File: config.mk
export PLATFORM = sky130hd
export DESIGN_NAME = ir_frame_decoder
export DESIGN_NICKNAME = d
export VERILOG_FILES = /design/src/rtl/ir_frame_decoder.sv
export SDC_FILE = /design/constraint.sdc
export NUM_CORES = 1
export LEC_CHECK = 0
export BUFFER_PORTS_ARGS = -buffer_cell sky130_fd_sc_hd__buf_4
export CORE_ASPECT_RATIO = 1.75
export CORE_MARGIN = 4
export CORE_UTILIZATION = 45
export CTS_CLUSTER_DIAMETER = 30
export CTS_CLUSTER_SIZE = 20
export DETAILED_ROUTE_END_ITERATION = 6
export PLACE_DENSITY = 0.62
export SETUP_SLACK_MARGIN = 0.5
export SLEW_MARGIN = 30
export SYNTH_ARGS = -nofsm -noshare
export SYNTH_HDL_FRONTEND = slang
export SYNTH_SLANG_ARGS = --single-unit
File: constraint.sdc
create_clock -name clkus -period 2.6 [get_ports clkus]
set_input_delay 0.13 -clock clkus [delete_from_list [all_inputs] [get_ports clkus]]
set_output_delay 0.13 -clock clkus [all_outputs]
set_load 0.01 [all_outputs]
File: src/rtl/ir_frame_decoder.sv
// rtl/ir_frame_decoder.sv - pulse-width IR frame decoder on the 1 MHz clkus domain
module ir_frame_decoder #(
  parameter int BITS      = 17,
  parameter int NBITS     = 8,
  parameter int MARK_MIN  = 5000,
  parameter int ONE_MIN   = 20000,
  parameter int START_MIN = 30000,
  parameter int GAP_MAX   = 50000
) (
  input  logic             clkus,
  input  logic             rst,
  input  logic             in,
  output logic [NBITS-1:0] data,
  output logic             valid,
  output logic             err,
  output logic             busy
);

  localparam int CW = (NBITS > 1) ? $clog2(NBITS) : 1;
  localparam logic [BITS-1:0] MARK_L  = BITS'(MARK_MIN);
  localparam logic [BITS-1:0] ONE_L   = BITS'(ONE_MIN);
  localparam logic [BITS-1:0] START_L = BITS'(START_MIN);
  localparam logic [BITS-1:0] GAP_L   = BITS'(GAP_MAX);
  localparam logic [CW-1:0]   LAST    = CW'(NBITS - 1);

  typedef enum logic [1:0] {IDLE, START, GAP, BIT} state_t;

  state_t           state, state_n;
  logic             prev;
  logic [BITS-1:0]  cnt;
  logic [NBITS-1:0] shift, shift_n, data_n;
  logic [CW-1:0]    bitcnt, bitcnt_n;
  logic             valid_n, err_n;
  logic             lvl_edge, fall, rise;

  assign lvl_edge = in ^ prev;
  assign fall     = lvl_edge & ~in;
  assign rise     = lvl_edge & in;
  assign busy     = (state != IDLE);

  // On an edge cycle cnt still holds the length of the level that just ended.
  always_comb begin
    state_n  = state;
    shift_n  = shift;
    bitcnt_n = bitcnt;
    data_n   = data;
    valid_n  = 1'b0;
    err_n    = 1'b0;
    case (state)
      IDLE: if (fall) state_n = START;
      START: begin
        if (rise) begin
          if (cnt >= START_L) begin
            state_n  = GAP;
            shift_n  = '0;
            bitcnt_n = '0;
          end else begin
            state_n = IDLE;
          end
        end
      end
      GAP: begin
        if (fall) begin
          state_n = BIT;
        end else if (in && cnt >= GAP_L) begin
          state_n = IDLE;
          err_n   = 1'b1;
        end
      end
      BIT: begin
        if (rise) begin
          if (cnt < MARK_L) begin
            state_n = IDLE;
            err_n   = 1'b1;
          end else if (cnt >= START_L) begin
            // an overlong mark is taken as a fresh start pulse
            state_n  = GAP;
            shift_n  = '0;
            bitcnt_n = '0;
            err_n    = 1'b1;
          end else begin
            shift_n[bitcnt] = (cnt >= ONE_L);
            if (bitcnt == LAST) begin
              data_n  = shift_n;
              valid_n = 1'b1;
              state_n = IDLE;
            end else begin
              bitcnt_n = bitcnt + CW'(1);
              state_n  = GAP;
            end
          end
        end
      end
      default: state_n = IDLE;
    endcase
  end

  always_ff @(posedge clkus or posedge rst) begin
    if (rst) begin
      state  <= IDLE;
      prev   <= 1'b1;
      cnt    <= '0;
      shift  <= '0;
      bitcnt <= '0;
      data   <= '0;
      valid  <= 1'b0;
      err    <= 1'b0;
    end else begin
      state  <= state_n;
      prev   <= in;
      if (lvl_edge)
        cnt <= BITS'(1);
      else if (cnt != '1)
        cnt <= cnt + BITS'(1);
      shift  <= shift_n;
      bitcnt <= bitcnt_n;
      data   <= data_n;
      valid  <= valid_n;
      err    <= err_n;
    end
  end

endmodule

-- Word level (Yosys, flattened, before mapping)
Cells that the tools add are included.
- register bits after elaboration: 41
- bits in latches: 0
- memory bits (writable): 0
- memory bits (read-only): 0
- memories: 0
- add/sub/neg operators: 2
- multipliers: 0
- divide/modulo/power cells: 0
- magnitude comparators: 6
- equality and inequality tests: 12
- shift-type cells: 0
- mux-type cells: 39
- bitwise gates (word level): 6
- reductions and logical operators: 10
- operator list (cell ; number):
    8-bit two-way mux ; 5
    17-bit by 15-bit >= comparator with 1-bit output (second input constant) ; 2
    17-bit two-way mux ; 2
    2-bit two-way mux ; 9
    3-bit two-way mux ; 6
    17-bit by 1-bit adder with 17-bit output (second input constant) ; 1
    17-bit by 16-bit >= comparator with 1-bit output (second input constant) ; 1
    17-bit by 13-bit less-than comparator with 1-bit output (second input constant) ; 1
    17-bit inequality test (second input constant) ; 1
    8-bit case mux with 2 select lines ; 1
    1-bit two-way mux ; 11
    2-bit inequality test (second input constant) ; 5
    5-bit AND reduction ; 2
    8-bit bitwise mux ; 1
    2-bit case mux with 4 select lines ; 1
    3-bit inequality test (second input constant) ; 2
    3-bit case mux with 2 select lines ; 1
    6-bit AND reduction ; 1
    2-bit nonzero test ; 3
    2-bit == test (second input constant) ; 2
    3-bit by 4-bit less-than comparator with 1-bit output (second input constant) ; 1
    4-bit AND reduction ; 1
    3-bit by 1-bit adder with 3-bit output (second input constant) ; 1
    1-bit demux with 3-bit select ; 1
    9 further kinds ; 13

-- Longest topological paths before layout
Gate-level depths: netlist (run 1).
- depth after elaboration: 9
- gate-level depth with buffers: 12
- gate-level depth less buffers: 10

-- Worst setup path after synthesis (run 1)
Ideal clock, no wire load.
- path kind: register -> register
- from: register cnt[10]
- to: register cnt[10]
- arrival: 2.221 ns
- path slack: 0.295 ns
- stages on the path, launching flop included: 12
- path buffers: 2
- clock period less this slack: 2.305 ns
- cells stage by stage: dfrtp_1 > buf_6 > and3_2 > and3_1 > nand2_1 > nor2_1 > ha_1 > clkbuf_1 > nand2_1 > nand4_1 > or3_2 > a21boi_0
- longest elaborated chain between the ends: 3
- elaborated cells on any way between the ends: 5
- classes of those cells: add/sub (1); eq/ne (1); mux (2); reduce/logical (1)
- RTL lines (item ; line ; source):
    from (decl) ; 30 ; logic [BITS-1:0] cnt;
    from (signal assigned) ; 114 ; cnt <= cnt + BITS'(1);
    17-bit by 1-bit adder with 17-bit output ; 114 ;
    17-bit two-way mux ; 113 ; else if (cnt != '1)
    17-bit two-way mux ; 111 ; if (lvl_edge)
Parallel ways exist; a longest one is shown, timed or not. The select of a mux whose other input is x is not followed.
A chain may end at the register's enable or synchronous reset.

-- Worst setup path in the final report (run 1)
- from: register cnt[10]
- to: register data[7]
- longest elaborated chain between the ends: 3
- elaborated cells on any way between the ends: 7
- classes of those cells: order compare (3); mux (1); bitwise (2); reduce/logical (1)
- RTL lines (item ; line ; source):
    17-bit by 15-bit >= comparator with 1-bit output or 17-bit by 13-bit less-than comparator with 1-bit output (tied branches) ; 75, 72 ;
    1-bit NOT (no source line) ; -- ;
    5-bit AND reduction (no source line) ; -- ;
    to (signal assigned) ; 117 ; data <= data_n;
    to (decl) ; 13 ; output logic [NBITS-1:0] data,
Parallel ways exist; a longest one is shown, timed or not.

==> results of run 1 <==
layout make-up:
class	instances	area share, %
tap	55	2.34
clock buffer	6	2.47
inverter	9	1.15
multi-input combinational	178	45.8
sequential	41	35.3
timing repair buffer	48	12.6
clock inverter	2	0.341
worst max-delay path by stage:
| stage | cells past startpoint | from | slack, ns | end |
|---|---|---|---|---|
| 2_1_floorplan | 11 | cnt[10] | 0.50 | cnt[10] |
| 3_3_place_gp | 9 | cnt[10] | 0.37 | cnt[8] |
| 3_5_place_dp | 9 | cnt[10] | 0.32 | cnt[8] |
| 4_1_cts | 6 | cnt[11] | 0.51 | bitcnt[0] |
| 5_1_grt | 7 | cnt[10] | 0.48 | shift[5] |
| 6_report | 6 | cnt[10] | 0.60 | data[7] |
Yosys cell counts (2+ instances only):
master / n
dfrtp_1: 40
nand2_1: 20
nor2_1: 20
o21ai_0: 13
and2_1: 11
nor3_1: 11
clkbuf_1: 9
inv_1: 9
mux2_4: 8
xnor2_1: 8
ha_1: 7
nand3_1: 7
nand4_1: 6
a21oi_1: 5
a211o_1: 4
xor2_1: 4
a211o_2: 3
a21boi_0: 3
a22o_1: 3
buf_6: 3
nand3b_1: 3
nor2b_1: 3
nor4_1: 3
buf_2: 2
mux2i_1: 2
o211a_1: 2
o211ai_1: 2
o21bai_1: 2
or3_1: 2
tightest hold or removal path, cell delays in order:
cell and delay, ns:
dlygate4sd3_1 0.53, buf_4 0.13, clkinv_1 0.36
what timing repair did:
item / CTS / global route
hold buffers: 2 / 0
resized for setup: 10 / 18
pin swaps: 3 / 8
cloned: 0 / 1
buffers inserted: 10 / 16
endpoints found under the setup margin: 9 / 30
endpoints found under the hold margin: 18 / 0
state kept, by name, summed over array words and instances (netlist names):
register / cells
data: 8
cnt: 17
bitcnt: 3
err: 1
shift: 8
valid: 1
prev: 1
state: 2
report_power, final:
part	leakage [uW]	internal (uW)	switching, uW
registers	0.000549	657	30.3
clock network	0.0000450	186	218
logic	0.000777	68.0	79.9
total	0.00137	912	328
layer usage:
layer,share of wire [%],track usage [%],up-vias
li1,-,-,951
met1,38,17.0,966
met2,59,33.4,21
met3,1.3,2.69,8
met4,1.6,6.96,0
met5,0,0,-
per-stage QoR:
stage / std cells / hold WS, ns
CTS: 322 / 0.435
global route: 339 / 0.470
floorplan: 243 / 0.134
global placement: 302 / 0.184
detailed placement: 302 / 0.193
finish: 339 / 0.417
cells by family after synthesis:
| kind of cell | Yosys count | share of synthesized area (%) |
|---|---|---|
| XOR/XNOR | 12 | 4.37 |
| buffers and inverters | 24 | 4.94 |
| flip-flops | 41 | 42.7 |
| AND/OR/NAND/NOR | 95 | 20.5 |
| adder cells (fa/ha/maj) | 7 | 3.64 |
| AO/OA/AOI/OAI | 53 | 17.5 |
| multiplexers | 11 | 6.29 |
==> flow_results.org, run 1 <==
** Run status
- Status :: complete, no violations

** Layout
- # nets final :: between 200 and 300
- Number of inserted filler cells in the final layout :: approximately 480
- Share of final-layout standard cells stronger than drive strength 1 :: between 30% and 40%
- In the layout the commonest cells are buf_4, dfrtp_1, nor2_1, nand2_1, o21ai_0.
- Count of antenna diodes in the layout :: 0
- Utilization of the core after routing :: 56.4%
- Post-route cell area :: ~3000 sq um
- Registers take a little over 1000 sq um.
- Leading cell type in the layout, fill and taps excluded :: buf_4
- Relative to the synthesized area, the layout overhead comes to 22.1%.
- Summing all multi-input logic gate instances after layout gives around 1300 sq um.

** Clock tree
- Number of CTS-inserted buffers :: 5
- CTS tree :: yes
- The root buffer cell chosen for the clock tree is clkbuf_8.
- Sinks on the clock net :: a little over 40
- The H-tree was split into 2 levels.
- The clock reaches the later pin of the worst-skew pair after between 0.2 and 0.3 ns.
- Number of buffers on the longest clock path :: 2
- Clock-pin slew was measured on the worst setup and hold paths at around 0.080 ns.

** Worst setup path
- For the worst setup path, the data arrival time is roughly 2.2 ns.
- Kind of cell with the highest combined delay on the critical path :: compound AO/OA/AOI/OAI gates
- In this run the register-to-register setup slack is approximately 0.6 ns.
- In this run the critical register-to-register path is launched from cnt[10].
- Largest fanout on the critical path :: 9
- The worst setup path is launched from a register.
- Cell breakdown of the critical path :: buf_4 > a2111o_1 > a31oi_4 > o211a_1 > nand2_4 > mux2_4
- The worst setup path is of the register to register kind.
- For this run, the slowest stage of the critical path takes 0.44 ns.
- Register-to-Register Path Depth :: 6
- Data on the critical path is required at its endpoint by 2.77 ns.
- STA classifies the critical path endpoint as a register.
- Together, buffers and inverters on the worst path number 1.
- Worst R2R End :: data[7]
- Slowest stage cell on the critical path :: a2111o_1

** Yosys
- Synth warnings :: 0
- Number of enable-type register cells in the synthesized netlist :: 0
- #FFs+latches synth :: 41
- Number of standard cells after synthesis :: 243
- Syn_nets :: approximately 250
- In the synthesized netlist the dominant register cell turns out to be dfrtp_1.
- Proportion of synthesized chip area in sequential cells :: between 40% and 50%
- Synth area leader :: dfrtp_1
- Share of Yosys cell area claimed by the top area cell type :: about two fifths
- Post-synthesis cell type count :: between 50 and 60
- Post-Synthesis Cell Area :: about 2400 sq um
- Top area cells in the synthesized netlist :: dfrtp_1, mux2_4, ha_1
- Post-synth ARST share :: between 90% and 100%
- Average size of a mapped cell :: between 9 and 10 sq um

** Timing
- Transition time at the pin with the least slew margin :: around 0.69 ns
- The final critical path takes up 77.0% of the cycle.
- Slew Viols, Final :: 0
- Clock skew on the completed layout was measured at 0.00412 ns.
- Highest attainable clock frequency :: between 400 and 500 MHz
- Setup repair after global routing could not meet its margin everywhere.
- Slew HR :: approximately 54%
- Final worst path period need :: around 2 ns
- The worst path meets setup with slightly below 0.6 ns of slack.
- The number of hold violations in the final report came to 0.
- Setup violations remaining at the end of the flow were counted as 0.
- In the final timing run, aggregate negative setup slack is 0 ns.

** Drt
- Number of vias after detailed routing :: slightly below 2,000
- Remaining number of nets flagged by the antenna check after routing :: 0
- Dividing the detail-routed wire length by the instance count gives 16.6 um.
- Detailed-route vias per instance :: between 5 and 6
- The first detailed-routing pass ran for 4 iterations.
- After detailed routing, the total wire length is ~5600 um.
- In the routed design, unresolved DRC markers number 0.
- Initial drt markers :: 82

** Global routing
- Overall Global Routing Usage :: about 17%
- Remaining global-route overflow :: 0
- Vias in the first global route :: slightly below 2,000
- Largest net degree at the start of global routing :: 24
- The initial antenna violation count came to 0.
- The first global-routing pass estimated approximately 9000 um of wire.

** Placed design
- Routability-driven placement finished with a final weighted congestion of approximately 0.8.
- HPWL after detailed placement :: about 3700 um
- PortBufs :: 13
- Placement-stage cell area :: between 2000 and 3000 sq um
- Timing analysis after detailed placement gives a worst setup slack of roughly 0.32 ns.

** Power and ir drop
- Cell leakage power :: 0.00137 uW
- Dividing total power by cell area gives a power density of 422 nW/um^2.
- The design draws about 1200 uW.
- Maximum vdd ir drop :: ~0.00033 V

** Job
- Number of max-cap violations :: 0

** Floorplan
- Die Area :: approximately 6600 sq um
- Starting utilization of the core area :: approximately 46%
- The floorplan step defined a core boundary enclosing ~5200 sq um.
- Cell row count :: 35
- Horiz. Die Dim :: 63.3 um
- In this run the count of I/O pins placed on the die edge is 14.
- The die is approximately 100 um tall.

** Hold path
- The worst hold path belongs to the class primary input to asynchronous set/reset pin.
(Power assumes the default switching activity.)
==> inputs of run 2 (changes only) <==
==> constraint.sdc (replaced) <==
create_clock -name clkus -period 1.86 [get_ports clkus]
set_input_delay 0.093 -clock clkus [delete_from_list [all_inputs] [get_ports clkus]]
set_output_delay 0.093 -clock clkus [all_outputs]
set_load 0.01 [all_outputs]
==> flow_results.org, run 2 (same netlist as run 1, synthesis figures left out) <==
** Clock tree
- Number of CTS-inserted buffers :: 5
- The tree is rooted in a clkbuf_8.
- The H-tree generated during clock tree synthesis spans 2 levels.
- Number of buffers on the longest clock path :: 2
- At the later pin of the worst-skew pair, clock insertion delay measures roughly 0.29 ns.
- Sinks on the clock net :: 41
- Clock input transition at the sequential cells of the worst setup and hold paths :: ~0.080 ns
- TritonCTS built the clock tree.

** Placed design
- The congestion estimate from routability-driven global placement came to ~0.85.
- During placement, the flow inserted port buffers numbering 13.
- HPWL after detailed placement :: 4080 um

** Layout
- FF/Latch Area :: 1030 sq um
- The register with the most flip-flops in the layout has 17 of them.
- Count of antenna diodes in the layout :: 0
- Share of final-layout standard cells stronger than drive strength 1 :: 49.1%
- # nets final :: between 300 and 400
- The layout has a little over 400 filler cells.
- Ranked by flip-flop count, first place goes to cnt.
- Commonest cells after routing, fill and taps aside :: buf_4, dfrtp_1, buf_6
- From synthesis to final layout, the design area changed by 49.4%.
- Leaving out fill and tap cells, the most frequent cell in the layout is buf_4.
- Summing all multi-input logic gate instances after layout gives roughly 1600 sq um.
- Largest regs :: cnt x17, data x8, shift x8

** Floorplan
- Die Area :: 6630 sq um
- Row generation in the floorplan step produced 35 rows.
- Measured along the x axis, the die boundary spans roughly 63 um.
- In this run the standard cell core region covers 5210 sq um.
- IO Count :: 14
- The floorplan step set the die height to ~100 um.
- For this configuration, the core starts out at a cell density of 46.2%.

** Timing
- For the pin with the worst max-slew slack, the measured transition is 0.747 ns.
- Setup slack after layout :: -0.145 ns
- For the final database, setup skew stands at roughly 0.0067 ns.
- Measured against its own limit, the worst slew margin works out to 49.9%.
- Final worst path period need :: approximately 2 ns
- Highest attainable clock frequency :: between 400 and 500 MHz
- Final sum of negative setup slack :: -1.87 ns
- RSZ-0062 raised after global routing :: true
- Final hold viol count :: 0
- The final critical path takes up 108% of the cycle.
- Number of endpoints failing setup at the final stage :: 27
- Slew Viols, Final :: 0

** Worst setup path
- Critical path data required time :: between 2 and 2.5 ns
- Along the worst path, the maximum fanout reaches 4.
- Kind of cell with the highest combined delay on the critical path :: compound AO/OA/AOI/OAI gates
- The slowest stage of the critical path is the a2111o_1 cell.
- CP Launch Type :: register
- Endpoint arrival time on the critical path :: about 2.2 ns
- Worst path max stage delay :: ~0.44 ns
- Most used cell, CP :: buf_6
- The worst setup path is captured at a register.
- The critical path contains buffers and inverters numbering 2 combined.
- The critical path goes through buf_6 > a2111o_1 > a31oi_4 > o211a_4 > nand2_4 > buf_6 > mux2_4.
- Kind of critical path :: register to register

** Run status
- Status :: finished with violations
- The final reports fail on setup timing.

** Drt
- In the routed layout, each cell is associated on average with a via count of between 5 and 6.
- For this block, the initial DRC count from the detailed router was 74.
- In the final routed layout, each cell accounts on average for roughly 17 um.
- Number of iterations in the first detailed-routing pass :: 4
- The count of nets left with antenna violations once routing finished came out at 0.
- Residual DRC :: 0
- The routed design has about 6400 um of wire.
- Number of vias after detailed routing :: 2,142

** Job
- Number of max-cap violations :: 0

** Power and ir drop
- Combinational cells account for between 10% and 20% of the total power.
- Summed over all cells, the static leakage comes to approximately 0.0017 uW.
- The internal power of the cells totals 1370 uW.
- IR analysis of the VDD net gives a maximum drop of between 0.0003 and 0.0004 V.
- Total power density per cell area :: slightly above 500 nW/um^2
- Net Sw Power :: roughly 480 uW
- In this run, the clock network consumes between 30% and 40% of the power.
- In this run switching power makes up between 20% and 30% of total power.
- Power share of the sequential group :: between 50% and 60%
- Total power for the finished layout comes to 1850 uW.

** Global routing
- Vias in the first global route :: between 2,000 and 2,500
- Remaining global-route overflow :: 0
- Entering global routing, the biggest net connects 21 pins.
- The initial antenna violation count came to 0.
- Global-route wire length before repair :: about 10,000 um
- Overall Global Routing Usage :: between 10% and 20%

** Hold path
- The tightest min-delay check is of the primary input to register type.
## run 2: cell count changes in the layout (fill, tap and decap cells not counted), moves of 3 or more
| cell | before | now |
|---|---|---|
| nor2_1 | 18 | 14 |
| xnor2_2 | 0 | 3 |
| dfrtp_1 | 32 | 40 |
| xnor2_1 | 8 | 5 |
| buf_4 | 45 | 69 |
| dfrtp_2 | 8 | 0 |
| nand3_1 | 6 | 3 |
| buf_12 | 0 | 3 |
| nor3_2 | 3 | 9 |
| nor3_1 | 9 | 2 |
| buf_6 | 1 | 18 |
| nand3_2 | 1 | 4 |
## run 2: per-layer routing
metal  share of wire [%]  up-vias  global-route usage, %
li1                    -     1044                      -
met1                  36     1062                   21.1
met2                  59       24                   37.1
met3                 1.6       12                   2.47
met4                 2.9        0                   9.43
met5                   0        -                      0
## run 2: metrics by stage
stage          hold WS (ns)  worst slack (ns)  cells  area (sq um)  utilization [%]
2_1_floorplan        0.0975            -0.228    243          2510                -
3_3_place_gp          0.174            -0.220    348          2960             56.8
3_5_place_dp          0.179            -0.207    348          2960             56.8
4_1_cts               0.151            -0.144    376          3400             65.2
5_1_grt               0.165            -0.198    383          3590             69.0
6_report              0.154            -0.145    383          3590             69.0
## run 2: worst reg2reg max path, delay by kind of cell (launching register included)
family	cells	cell delay, ns
AO/OA/AOI/OAI	3	0.84
flip-flops	1	0.40
multiplexers	1	0.29
buffers and inverters	2	0.28
AND/OR/NAND/NOR	1	0.08
## run 2: power groups by stage
stage,Clock (uW),Sequential (uW),Combinational [uW]
floorplan,0,965,153
global placement,0,963,256
detailed placement,0,962,266
CTS,611,945,299
global route,641,950,352
finish,594,946,312
## run 2: layout make-up
type	count	area share, %
sequential	41	28.6
tap	55	1.92
timing repair buffer	92	22.3
multi-input combinational	179	43.9
clock buffer	7	2.40
inverter	9	0.940
## run 2: repair_timing
action                                 in CTS  in global routing
pin swaps                                  39                 35
resized for setup                          36                 30
endpoints found under the hold margin      19                  0
setup buffers                              18                  7
setup endpoints to repair                  40                 40
gates cloned                                1                  0
hold buffers                                2                  0
## run 2: worst paths after layout
check,slack (ns),end,startpoint,cells after the start
min in group asynchronous,0.40,valid,rst,3
max,-0.15,data[2],cnt[9],7
max reg2reg,-0.15,data[2],cnt[9],7
min,0.15,err,in,3
min reg2reg,0.49,shift[3],shift[3],1
max in group asynchronous,0.83,cnt[15],rst,4
